## config.mk

```make
export PLATFORM = sky130hd
export DESIGN_NAME = map_table_ckpt
export DESIGN_NICKNAME = d
export VERILOG_FILES = /design/src/rtl/map_table_ckpt.sv
export SDC_FILE = /design/constraint.sdc
export NUM_CORES = 2
export LEC_CHECK = 0
export CORE_MARGIN = 2
export CORE_UTILIZATION = 45
export CTS_CLUSTER_SIZE = 12
export DETAILED_ROUTE_END_ITERATION = 10
export MAX_ROUTING_LAYER = met4
export REMOVE_ABC_BUFFERS = 1
export SLEW_MARGIN = 0
export SYNTH_ARGS = -nofsm -noshare
export SYNTH_HDL_FRONTEND = slang
export SYNTH_SLANG_ARGS = --single-unit
export TNS_END_PERCENT = 20
```

## constraint.sdc

```tcl
create_clock -name clk -period 10 [get_ports clk]
set_input_delay 2 -clock clk [delete_from_list [all_inputs] [get_ports clk]]
set_output_delay 2 -clock clk [all_outputs]
set_load 0.01 [all_outputs]
```

## src/rtl/map_table_ckpt.sv

```systemverilog
`default_nettype none
// ============================================================================
// Module   : map_table_ckpt
// Purpose  : Register rename map table. Holds a speculative map, a committed
//            map, per-PR ready bits and a circular queue of branch snapshots
//            used for mispredict recovery.
// Revision : 1.0 - initial release
// ============================================================================
module map_table_ckpt #(
    parameter  int NUM_ARCH = 32,
    parameter  int NUM_PHYS = 64,
    parameter  int RW       = 2,
    parameter  int CDB_W    = 2,
    parameter  int NUM_CKPT = 4,
    localparam int AW       = $clog2(NUM_ARCH),
    localparam int PW       = $clog2(NUM_PHYS),
    localparam int CW       = $clog2(NUM_CKPT)
) (
    input  logic                clk,
    input  logic                reset,
    input  logic [RW-1:0]       ren_valid,
    input  logic [RW*AW-1:0]    ren_src1,
    input  logic [RW*AW-1:0]    ren_src2,
    input  logic [RW*AW-1:0]    ren_dest,
    input  logic [RW*PW-1:0]    ren_new_pr,
    output logic [RW*PW-1:0]    src1_pr,
    output logic [RW*PW-1:0]    src2_pr,
    output logic [RW-1:0]       src1_ready,
    output logic [RW-1:0]       src2_ready,
    output logic [RW*PW-1:0]    old_dest_pr,
    input  logic [CDB_W-1:0]    cdb_valid,
    input  logic [CDB_W*PW-1:0] cdb_pr,
    input  logic [RW-1:0]       ret_valid,
    input  logic [RW*AW-1:0]    ret_arch,
    input  logic [RW*PW-1:0]    ret_pr,
    input  logic                ckpt_req,
    output logic [CW-1:0]       ckpt_tag,
    output logic                ckpt_full,
    input  logic                ckpt_free,
    input  logic                recover_valid,
    input  logic [CW-1:0]       recover_tag,
    input  logic                flush,
    input  logic [AW-1:0]       arch_rd_idx,
    output logic [PW-1:0]       arch_rd_pr
);

    localparam int              CNTW        = $clog2(NUM_CKPT + 1);
    localparam logic [CW-1:0]   c_LAST_SLOT = CW'(NUM_CKPT - 1);
    localparam logic [CNTW-1:0] c_FULL_CNT  = CNTW'(NUM_CKPT);

    // Architectural state
    logic [PW-1:0]       r_spec [NUM_ARCH];
    logic [PW-1:0]       r_arch [NUM_ARCH];
    logic [NUM_PHYS-1:0] r_rdy;
    logic [PW-1:0]       r_ckpt [NUM_CKPT][NUM_ARCH];
    logic [CW-1:0]       r_head;
    logic [CW-1:0]       r_tail;
    logic [CNTW-1:0]     r_count;

    // Next-state views
    logic [PW-1:0]       w_spec_ren [NUM_ARCH];
    logic [PW-1:0]       w_arch_nxt [NUM_ARCH];
    logic [NUM_PHYS-1:0] w_rdy_cdb;
    logic [NUM_PHYS-1:0] w_rdy_ren;
    logic                w_ckpt_do;
    logic                w_free_do;
    logic [CW-1:0]       w_tail_inc;
    logic [CW-1:0]       w_head_inc;
    logic [CNTW-1:0]     w_rec_count;

    // Per-lane lookup ports: 0 = src1, 1 = src2, 2 = old dest
    logic [AW-1:0]       w_q_idx [RW][3];
    logic [PW-1:0]       w_q_pr  [RW][3];
    logic                w_q_byp [RW][3];
    logic                w_q_rdy [RW][3];

    // Gather the three arch indices each lane looks up
    always_comb begin
        for (int j = 0; j < RW; j++) begin
            w_q_idx[j][0] = ren_src1[j*AW +: AW];
            w_q_idx[j][1] = ren_src2[j*AW +: AW];
            w_q_idx[j][2] = ren_dest[j*AW +: AW];
        end
    end

    // Map lookup with bypass from older lanes of the same rename group
    always_comb begin
        for (int j = 0; j < RW; j++) begin
            for (int p = 0; p < 3; p++) begin
                w_q_pr[j][p]  = r_spec[w_q_idx[j][p]];
                w_q_byp[j][p] = 1'b0;
                // Ascending scan so the youngest older lane wins
                for (int i = 0; i < RW; i++) begin
                    if (i < j && ren_valid[i] && w_q_idx[j][p] != '0 &&
                        ren_dest[i*AW +: AW] == w_q_idx[j][p]) begin
                        w_q_pr[j][p]  = ren_new_pr[i*PW +: PW];
                        w_q_byp[j][p] = 1'b1;
                    end
                end
                w_q_rdy[j][p] = r_rdy[w_q_pr[j][p]];
                for (int c = 0; c < CDB_W; c++) begin
                    if (cdb_valid[c] && cdb_pr[c*PW +: PW] == w_q_pr[j][p]) begin
                        w_q_rdy[j][p] = 1'b1;
                    end
                end
                // A PR produced inside this group cannot be complete yet
                if (w_q_byp[j][p]) begin
                    w_q_rdy[j][p] = 1'b0;
                end
                if (w_q_idx[j][p] == '0) begin
                    w_q_pr[j][p]  = '0;
                    w_q_rdy[j][p] = 1'b1;
                end
            end
        end
    end

    // Pack lookup results onto the lane buses
    always_comb begin
        for (int j = 0; j < RW; j++) begin
            src1_pr[j*PW +: PW]     = w_q_pr[j][0];
            src2_pr[j*PW +: PW]     = w_q_pr[j][1];
            old_dest_pr[j*PW +: PW] = w_q_pr[j][2];
            src1_ready[j]           = w_q_rdy[j][0];
            src2_ready[j]           = w_q_rdy[j][1];
        end
    end

    // Speculative map after this cycle's renames (highest lane wins)
    always_comb begin
        w_spec_ren = r_spec;
        for (int i = 0; i < RW; i++) begin
            if (ren_valid[i] && ren_dest[i*AW +: AW] != '0) begin
                w_spec_ren[ren_dest[i*AW +: AW]] = ren_new_pr[i*PW +: PW];
            end
        end
    end

    // Committed map after this cycle's retires (highest lane wins)
    always_comb begin
        w_arch_nxt = r_arch;
        for (int k = 0; k < RW; k++) begin
            if (ret_valid[k] && ret_arch[k*AW +: AW] != '0) begin
                w_arch_nxt[ret_arch[k*AW +: AW]] = ret_pr[k*PW +: PW];
            end
        end
    end

    // Ready bits: CDB sets first, then rename clears override
    always_comb begin
        w_rdy_cdb = r_rdy;
        for (int c = 0; c < CDB_W; c++) begin
            if (cdb_valid[c]) begin
                w_rdy_cdb[cdb_pr[c*PW +: PW]] = 1'b1;
            end
        end
        w_rdy_ren = w_rdy_cdb;
        for (int i = 0; i < RW; i++) begin
            if (ren_valid[i] && ren_dest[i*AW +: AW] != '0) begin
                w_rdy_ren[ren_new_pr[i*PW +: PW]] = 1'b0;
            end
        end
    end

    assign arch_rd_pr  = w_arch_nxt[arch_rd_idx];
    assign ckpt_tag    = r_tail;
    assign ckpt_full   = (r_count == c_FULL_CNT);
    assign w_ckpt_do   = ckpt_req && !ckpt_full;
    assign w_free_do   = ckpt_free && (r_count != '0);
    assign w_tail_inc  = (r_tail == c_LAST_SLOT) ? '0 : r_tail + CW'(1);
    assign w_head_inc  = (r_head == c_LAST_SLOT) ? '0 : r_head + CW'(1);
    // Live slots from head up to (not including) the recovered tag
    assign w_rec_count = (recover_tag >= r_head) ?
                         CNTW'(recover_tag) - CNTW'(r_head) :
                         CNTW'(recover_tag) + c_FULL_CNT - CNTW'(r_head);

    // Map, ready and queue-pointer update with flush > recover > normal
    always_ff @(posedge clk) begin
        if (!reset) begin
            for (int i = 0; i < NUM_ARCH; i++) begin
                r_spec[i] <= PW'(i);
                r_arch[i] <= PW'(i);
            end
            r_rdy   <= '1;
            r_head  <= '0;
            r_tail  <= '0;
            r_count <= '0;
        end else begin
            r_arch <= w_arch_nxt;
            if (flush) begin
                r_spec  <= w_arch_nxt;
                r_rdy   <= '1;
                r_head  <= '0;
                r_tail  <= '0;
                r_count <= '0;
            end else if (recover_valid) begin
                r_spec  <= r_ckpt[recover_tag];
                r_rdy   <= w_rdy_cdb;
                r_tail  <= recover_tag;
                r_count <= w_rec_count;
            end else begin
                r_spec  <= w_spec_ren;
                r_rdy   <= w_rdy_ren;
                if (w_ckpt_do) begin
                    r_tail <= w_tail_inc;
                end
                if (w_free_do) begin
                    r_head <= w_head_inc;
                end
                r_count <= r_count + CNTW'(w_ckpt_do) - CNTW'(w_free_do);
            end
        end
    end

    // Snapshot storage; contents are only meaningful while a slot is live
    always_ff @(posedge clk) begin
        if (reset && !flush && !recover_valid && w_ckpt_do) begin
            r_ckpt[r_tail] <= w_spec_ren;
        end
    end

endmodule
`default_nettype wire

```

==> out/results.txt <==
Multi-input logic area: 33450 sq um
Reg-to-Reg End: r_ckpt[1][120]
Initial antenna violation count: 38
Die height: 392.7 microns
Largest net degree at the start of global routing: 102
H-tree levels: 4
Pwr dens: 165.6 nW/um^2
Worst-case reg-to-reg path depth: 4
Area Growth Syn to Fin: 10.91%
Critical Path RT: 8.00 ns
Area share of fa/ha/maj cells after synthesis: 0.2245%
DP Wirelength: 202.1 mm
Crit path kind: input pin to primary output
Worst Tran Pin Value: 1.319 ns
Root Buffer: clkbuf_16
Routability cong.: 1.098
Routed WL: 292.4 mm
Drt via density: 6.865
Min-Delay Path Class: flop to flop
I/O Buffers: 143
Met3 Use GR: 11.50%
Total congestion overflow: 0
I/O Pins: 144
Number of global-route vias before repair: 49766
CP Data Arrival Time: 7.22 ns
Worst skew pair latency: 0.82 ns
Post_cts resized: 0
#FFs+latches synth: 1223
Simple-gate share of the synthesized area: 9.753%
M2 GR Usage: 52.93%
RSZ-0062 raised after global routing: false
Die area: 154200 sq um
Crit. End Element: primary output
Most used DFF post-synth: edfxtp_1
Fin. Hold Viols: 0
Gr usage total: 38.55%
DRT iter0 DRCs: 8143
Main combinational cell family by area after synthesis: multiplexers
Compound-Gate Fraction of Synth Area: 10.57%
Fin cells: 7876
CP Launch Type: input pin
R2R setup slack: 6.66 ns
Sequential area share after synthesis: 47.32%
Top cells by count, synth: edfxtp_1 (768), mux2i_1 (720), nor2_1 (497), nand2_1 (491), dfxtp_1 (455)
Yosys cell types: 79
First-pass GRT wire length: 403.2 mm
GR Util met1: 50.93%
Worst hold path depth: 1
Mean post-synth cell area: 11.74 sq um
Post-layout instance area: 75390 sq um
Ratio of final minimum period to clock period: 92.18%
Max-slew violation count: 0
Number of synthesized flops with an enable pin: 768
Final setup fails: 0
Final ANT Viol Nets: 0
Synth area leaders: edfxtp_1 (34%), mux4_2 (15%), dfxtp_1 (13%), mux2i_1 (11%), a21oi_1 (2.8%)
Busiest grt layer: met2
Die span in x: 392.7 microns
Share of cells above drive strength 1: 17.22%
CTS clk-pin slew, worst paths: 0.06 ns
CTS Sinks: 1223
Cell taking the most area after synthesis: edfxtp_1
Reg area: 32170 sq um
Cts hold-fix bufs: 0
CP Max Fanout: 8
Total Power: 12.48 mW
Filler Cells Inserted: 13305
XOR/XNOR Fraction of Synth Area: 0.8375%
Yosys warns: 0
Top cell type's share of synthesized area: 33.93%
CTS buffer count: 138
Post-CTS Setup Bufs: 0
TritonCTS clock tree: yes
Slew headroom: 11.42%
Leakage power figure: 25.93 nW
Mapped Cells: 5791
Drt wl/cell: 37.12 microns
Num rows: 142
Core Area: 150000 sq um
Via count: 54070
Reg-to-Reg Start: r_count[1]
Drt first pass iters: 6
Post-synthesis mux area share: 27.66%
Dpl cells: 7578
Ys async rst share: 0%
Layout Skew: 0.04430 ns
Synthesized area: 67980 sq um
Max Cap Viol: 0
Outcome: completed
Count leader, synth: edfxtp_1
Worst vdd ir: 0.1590 mV
# DRC: 0
Starting Density: 45.33%
CTS max path bufs: 3
Final net count: 5808
Crit path time final: 9.218 ns
Hold path start: r_arch[191]
Peak Freq: 108.5 MHz
Placed inst area: 70860 sq um
Worst hold path endpoint: r_arch[191]
## worst max path at each step
stage | from | end | slack, ns
final | ren_src1[9] | src1_ready[1] | 0.78
after global placement | ren_src1[8] | src1_ready[1] | 1.01
after floorplan | flush | r_ckpt[3][0] | -4.04
after CTS | ren_src1[8] | src1_ready[1] | 0.94
after global routing | ren_src1[8] | src1_ready[1] | 0.56
after detailed placement | ren_src1[8] | src1_ready[1] | 0.93
## metrics by stage
stage	util [%]	hold WS [ns]	setup TNS, ns	worst slack (ns)
5_1_grt	50.26	0.5582	0	0.5569
4_1_cts	50.21	0.5132	0	0.9414
3_3_place_gp	47.25	0.5034	0	1.007
6_report	50.28	0.5141	0	0.7820
3_5_place_dp	47.25	0.5043	0	0.9294
2_1_floorplan	-	0.4482	-3104.14	-4.037
## report_power, final
part / internal (mW) / switching (mW)
clock: 2.87 / 2.17
sequential: 5.45 / 0.159
combinational: 0.654 / 1.17
## logic make-up (layout without fill, tap and decap cells)
kind of cell               count (synthesis)  count (layout)
buffers and inverters                    573             600
and+or+nand+nor                         1468            1468
xor gates and xnor gates                  65              65
other                                      0              42
adders and majority gates                 11              11
AOI/OAI and AO/OA                       1160            1160
muxes                                   1291            1291
DFF                                     1223            1223
## layer usage
| metal | wire length (microns) | vias up |
|---|---|---|
| met4 | 19640 | 0 |
| met2 | 122200 | 3869 |
| met1 | 113600 | 27368 |
| met5 | 0 | - |
| li1 | - | 22002 |
| met3 | 36910 | 831 |
## layout by cell type, fill, tap and decap left out, drive strengths merged, types with 71 or more instances in the layout
cell type      Yosys  routed
clkbuf           362     200
a21oi            383     383
a211oi            94      94
edfxtp           768     768
nor3              79      79
buf              156     185
nor2             500     500
mux2i            728     728
nand2            491     491
o221ai            73      73
o21ai            289     289
a22oi             71      71
mux2             109     109
mux4             454     454
dfxtp            455     455
nand3             80      80
and2             135     135
clkdlybuf4s50      0     103
o22ai             82      82
## area by class of cell
cell class / instances / area share [%]
tap: 2016 / 3.346
timing repair buffer: 289 / 3.318
sequential: 1223 / 42.67
multi-input combinational: 3995 / 44.37
inverter: 55 / 0.2838
clock inverter: 57 / 0.7452
antenna: 42 / 0.1394
clock buffer: 199 / 5.131
## worst max-delay path: stages
cell and delay [ns]:
clkdlybuf4s50_1 0.77, or2_1 0.53, nor4_4 0.51, or4_1 0.42, buf_4 0.23, nor2_1 0.05, a31oi_1 0.51, nor2b_1 0.69
a22oi_1 0.21, nand3_1 0.14, nand4_1 0.13, o22a_1 0.21, o31a_1 0.29, clkdlybuf4s50_1 0.50
## state kept, by name, indices dropped and copies added (netlist names)
| signal | cells |
|---|---|
| r_ckpt | 768 |
| r_arch | 192 |
| r_spec | 192 |
| r_rdy | 64 |
| r_count | 3 |
| ckpt_tag | 2 |
| r_head | 2 |
Power figures use the tool's default switching activity.
